==> config.mk <==
export PLATFORM = sky130hd
export DESIGN_NAME = switch_core
export DESIGN_NICKNAME = d
export VERILOG_FILES = /design/src/rtl/switch_core.sv
export SDC_FILE = /design/constraint.sdc
export NUM_CORES = 1
export LEC_CHECK = 0
export ABC_CLOCK_PERIOD_IN_PS = 6800
export CAP_MARGIN = 40
export CORE_ASPECT_RATIO = 1.4
export CORE_MARGIN = 1
export CORE_UTILIZATION = 46
export DETAILED_ROUTE_END_ITERATION = 10
export GPL_TIMING_DRIVEN = 1
export PLACE_DENSITY = 0.76
export REMOVE_ABC_BUFFERS = 1
export SLEW_MARGIN = 20
export SYNTH_ARGS = -nofsm -noshare
export SYNTH_HDL_FRONTEND = slang
export SYNTH_SLANG_ARGS = --single-unit
==> constraint.sdc <==
create_clock -name clk -period 6.8 [get_ports clk]
set_clock_uncertainty 0.05 [all_clocks]
set_input_delay 0.68 -clock clk [delete_from_list [all_inputs] [get_ports clk]]
set_output_delay 0.68 -clock clk [all_outputs]
set_load 0.03 [all_outputs]
==> src/rtl/switch_core.sv <==
// Forwarding core: buffers source frames in a first-word fall-through FIFO and
// presents them in order downstream; zero-address frames are dropped and counted.
module switch_core #(
    parameter int ADDR_W = 48,
    parameter int DATA_W = 32,
    parameter int DEPTH  = 4,
    parameter int CNT_W  = 16
) (
    input  logic                       clk,
    input  logic                       rst,
    input  logic                       src_valid,
    output logic                       src_ready,
    input  logic [ADDR_W-1:0]          src_addr,
    input  logic [DATA_W-1:0]          src_data,
    output logic                       dst_valid,
    input  logic                       dst_ready,
    output logic [ADDR_W-1:0]          dst_addr,
    output logic [DATA_W-1:0]          dst_data,
    output logic [$clog2(DEPTH):0]     fifo_level,
    output logic [CNT_W-1:0]           drop_cnt
);

    localparam int PTR_W = $clog2(DEPTH);
    localparam int LVL_W = PTR_W + 1;
    localparam logic [LVL_W-1:0] FULL_LEVEL = LVL_W'(DEPTH);

    logic [ADDR_W-1:0] mem_addr [DEPTH];
    logic [DATA_W-1:0] mem_data [DEPTH];
    logic [PTR_W-1:0]  wr_ptr;
    logic [PTR_W-1:0]  rd_ptr;
    logic [LVL_W-1:0]  level;
    logic [CNT_W-1:0]  drops;

    logic accept;
    logic push;
    logic drop;
    logic pop;

    assign src_ready  = (level != FULL_LEVEL);
    assign dst_valid  = (level != '0);
    assign fifo_level = level;
    assign drop_cnt   = drops;

    // Popped entries are zeroed, so the head reads 0 whenever the FIFO is empty.
    assign dst_addr = mem_addr[rd_ptr];
    assign dst_data = mem_data[rd_ptr];

    assign accept = src_valid && src_ready;
    assign push   = accept && (src_addr != '0);
    assign drop   = accept && (src_addr == '0);
    assign pop    = dst_valid && dst_ready;

    always_ff @(posedge clk) begin
        if (rst) begin
            for (int i = 0; i < DEPTH; i++) begin
                mem_addr[i] <= '0;
                mem_data[i] <= '0;
            end
        end else begin
            // Push and pop only share a slot when empty or full, where one of them is blocked.
            if (pop) begin
                mem_addr[rd_ptr] <= '0;
                mem_data[rd_ptr] <= '0;
            end
            if (push) begin
                mem_addr[wr_ptr] <= src_addr;
                mem_data[wr_ptr] <= src_data;
            end
        end
    end

    always_ff @(posedge clk) begin
        if (rst) begin
            wr_ptr <= '0;
            rd_ptr <= '0;
        end else begin
            if (push) begin
                wr_ptr <= wr_ptr + 1'b1;
            end
            if (pop) begin
                rd_ptr <= rd_ptr + 1'b1;
            end
        end
    end

    always_ff @(posedge clk) begin
        if (rst) begin
            level <= '0;
        end else begin
            case ({push, pop})
                2'b10:   level <= level + 1'b1;
                2'b01:   level <= level - 1'b1;
                default: level <= level;
            endcase
        end
    end

    always_ff @(posedge clk) begin
        if (rst) begin
            drops <= '0;
        end else if (drop && (drops != '1)) begin
            drops <= drops + 1'b1;
        end
    end

endmodule

[After elaboration in Yosys (flattened, before gate mapping)]
Memory sizes are Yosys's and may differ from the RTL's. A register that Yosys moved wholly into a read port is not among the register bits.
Cells that the tools add are included.
Storage, ports and cells
  register bits after elaboration: 23
  latch bits: 0
  memory bits (writable): 320
  ROM bits: 0
  input port bits: 84
  output and inout bits: 101
  word-level logic and storage cells: 53
  memories kept: 2
Cells by class
  add/subtract/negate cells: 5
  multipliers: 0
  div/mod/pow operators: 0
  order comparisons: 0
  equality and inequality tests: 4
  shift operators: 0
  mux-type cells: 25
  bitwise gates (word level): 0
  reduce and logical (&&, ||, !) cells: 13
Memory list
  mem_addr: depth 4, width 48, read ports 1, clocked after memory_dff 1, write ports 4, line 27  | logic [ADDR_W-1:0] mem_addr [DEPTH];
  mem_data: depth 4, width 32, read ports 1, clocked after memory_dff 1, write ports 4, line 28  | logic [DATA_W-1:0] mem_data [DEPTH];
Operator list (number)
  two-way mux 48 bit: 2
  OR reduction 48 bit: 2
  two-way mux 32 bit: 2
  OR reduction 32 bit: 2
  zero test 48 bit: 1
  nonzero test 48 bit: 1
  adder 16 x 1 -> 16 bit (second input constant): 1
  two-way mux 2 bit: 8
  inequality test 16 bit (second input constant): 1
  two-way mux 1 bit: 12
  case mux 3 bit (2 select lines): 1
  logical AND 1 bit: 5
  adder 2 x 1 -> 2 bit (second input constant): 2
  adder 3 x 1 -> 3 bit (second input constant): 1
  inequality test 3 bit (second input constant): 1
  nonzero test 3 bit: 1
  subtractor 3 x 1 -> 3 bit (second input constant): 1
  equality test 2 x 1 -> 1 bit (second input constant): 1
  equality test 2 bit (second input constant): 1
  nonzero test 2 bit: 1

[Depth between registers and ports, before layout]
  depth in word-level cells: 8
  depth in mapped cells: 9
  gate-level depth less buffers: 9

[Worst setup path after synthesis]
Ideal clock, no wire load.
  path kind: reg2reg
  start point: register level[0], in the netlist fifo_level[0]
  end point: memory mem_addr[1][0], enable pin
  setup time: 0.553 ns
  arrival time: 5.322 ns
  required time: 6.197 ns
  path slack: 0.875 ns
  cell stages (with the launch flop): 6
  path buffers: 0
  period minus slack after synthesis: 5.925 ns
  cells stage by stage: dfxtp_1 > or3_1 > nand2_1 > inv_1 > nand2_1 > o221ai_1
RTL lines
  start, declared: line 31  | logic [LVL_W-1:0] level;
  start signal, assigned: line 91  | 2'b10: level <= level + 1'b1;
  start signal, assigned: line 92  | 2'b01: level <= level - 1'b1;
  start signal, assigned: line 93  | default: level <= level;
  end, declared: line 27

==> results.toml <==
[run_status]
status = "finished, final reports clean"

[timing]
slew_violations = 0
hold_viol_final = 0
setup-tns-final_ns = 0
fin_crit_sh_pct = 57.2
max_freq_ghz = 0.257
fin_crit_ns = 3.89
worst_pin_slew_ns = 0.765
fin_ws_ns = 2.91
setup_viol = 0
relSlewSlack_pct = 49.0
rsz0062_at_grt = "no"

[logic_synthesis]
seq_area_frac_synth_pct = 67.2
synth_ff_type = "edfxtp_1"
post-synth-top-area-cell = "edfxtp_1"
syn-mean-instance-area_um2 = 15.9
synthesis.area_um2 = 15000
synthDistinctLibCells = 40
netlist_instances = 947
synthArstFlopShare_pct = 0
synth_edf_count = 320
ys_seq_elements = 345
yosysWarnings = 0
synth_common_cells = "324 x and2_1, 320 x edfxtp_1, 80 x mux4_2"
netlist_top_cells_area = "edfxtp_1 64%, and2_1 13%, mux4_2 12%"
synth.top_cell.area_share_pct = 63.9
synth.most_common_cell = "and2_1"

[cts]
cts_resized = 0
postCtsSetupBuffers = 0
cts_buffers = 34
cts_buffer_depth = 3
ctsHoldBuffers = 0
clockRootBuffer = "clkbuf_16"
tritoncts = "yes"
worstSkewPairLatency_ns = 0.52
path_clk_slew_ns = 0.06
clock-sinks = 345
h-tree-depth = 2

[place]
dp.cells = 1534
port_buffers = 184
dp_hpwl_um = 21100
gp_congestion = 0.744
dp_slack_ns = 2.26
dpl_cell_area_um2 = 17600

[cells_and_area]
areaGrowthSynthToFinish_pct = 25.1
final_cells = 1600
finalInstanceArea_um2 = 18800
drive_gt1_share_pct = 14.9
nNetsFinal = 1223

[global_routing]
grt_pass1_wl_um = 52500
grt_overflow_total = 0
busiest_layer = "met2"
use_met3_pct = 3.31
grt_use_met2_pct = 39.1
grt_max_degree = 59
track_usage_pct = 21.1
antenna_found_initial = 3
grt_pass1_vias = 9097
grt_use_met1_pct = 24.3

[critical_path]
critical_path_class = "reg -> out"
cp_max_fo = 32
required_ns = 6.07
cp_top_family = "buffers and inverters"
cpPeakStageDelay_ns = 0.69
crit_slowest_cell = "dfxtp_4"
worst-path-buf-inv = 2
critPathCaptureType = "output pin"
reg2regPathDepth = 8
start_kind = "flop"
path_depth = 3
path_cells = "buf_4 > mux4_2 > clkdlybuf4s50_1"
crit_arrival_ns = 3.16

[die]
die_h_um = 216
dieArea_um2 = 33400
io-pin-count = 185
floorplan.initialDensity_pct = 46.6
die_width_um = 155
coreArea_um2 = 32300
row_count = 78

[detailed_routing]
drtPass1Iterations = 5
detail_route.wl_per_cell_um = 21.4
drt-initial-drc-count = 458
vias_per_cell = 5.35
antenna_left = 0
drcViolationCount = 0
vias = 8561
wirelength_um = 34200

[worst_hold_path]
whs_path_depth = 2
min_path_type = "reg -> reg"

[pwr]
vdd_drop_max_uv = 254
powerDensity_nw_per_um2 = 366
p_total_mw = 6.88
p_leak_nw = 6.66

[job]
drv_cap = 0
[registers in the layout, indices dropped and copies added, names as in the netlist, named ones only]
| name | count |
|---|---|
| mem_addr | 192 |
| fifo_level | 3 |
| wr_ptr | 2 |
| mem_data | 128 |
| drop_cnt | 16 |
| rd_ptr | 2 |
[cells in the final DEF (no fill, tap or decap), drive strengths merged, types with 2 or more instances in the layout]
master	instances
and2	324
o31ai	11
dfxtp	25
and3	3
nor2	17
o311ai	2
nand4	8
clkdlybuf4s50	184
nand3	4
edfxtp	320
clkinv	12
diode	2
ha	6
clkinvlp	5
bufinv	4
mux4	80
nand2	9
buf	25
or3	5
a21oi	14
o21ai	3
clkbuf	40
inv	12
mux2i	2
or4	10
xnor2	2
nor4	12
xor2	3
[path summary, 6_finish.rpt]
path / from / end / slack [ns]
setup reg to reg: fifo_level[0] / mem_data[2][6] / 3.86
hold reg to reg: drop_cnt[14] / drop_cnt[14] / 0.46
hold / removal: drop_cnt[14] / drop_cnt[14] / 0.46
setup / recovery: flop / dst_data[23] / 2.91
[layout make-up]
type                            count  area (um2)
Sequential cell                   345       10100
Fill cell                        2471       13500
Clock inverter                     22         229
Tap cell                          440         551
Multi-Input combinational cell    531        4740
Clock buffer                       40         947
Antenna cell                        2        5.00
Inverter                           11        41.3
Timing Repair Buffer              209        2200
[per-layer routing]
metal,share of wire [%],up-vias,routed length [um]
met4,3.0,2,1020
met1,37,4304,12700
met3,5.3,56,1800
met2,55,285,18600
met5,0.041,-,14
li1,-,3914,-
[through the flow]
step	utilization [%]	hold WS [ns]
after floorplan	-	0.468
after global placement	53.8	0.424
after detailed placement	54.5	0.444
after CTS	58.2	0.456
after global routing	58.3	0.489
final	58.3	0.458
[kinds of logic (layout without fill, tap and decap cells)]
| logic type | count (synthesis) | in the layout | synth area share (%) |
|---|---|---|---|
| AND/OR/NAND/NOR | 400 | 400 | 16.3 |
| XOR/XNOR | 5 | 5 | 0.291 |
| other | 0 | 2 | 0 |
| AO/OA/AOI/OAI | 36 | 36 | 1.61 |
| buffers and inverters | 71 | 282 | 1.77 |
| flip-flops | 345 | 345 | 67.2 |
| multiplexers | 83 | 83 | 12.2 |
| adder cells (fa/ha/maj) | 7 | 7 | 0.632 |
[power by group]
part	internal (mW)	switching (mW)	total (mW)
Clock	1.16	0.803	1.96
Combinational	0.962	1.17	2.13
Sequential	2.66	0.131	2.79
[worst register-to-register path, cell delays in order, from the launching register on]
cell and delay (ns):
dfxtp_1 0.35, or3b_2 0.49, and2_1 0.23, o311ai_2 0.18, buf_4 0.26, nor2_4 0.05
a211o_4 0.47, buf_4 0.31, buf_16 0.24
Note: power is estimated with default switching activity, not from simulation.
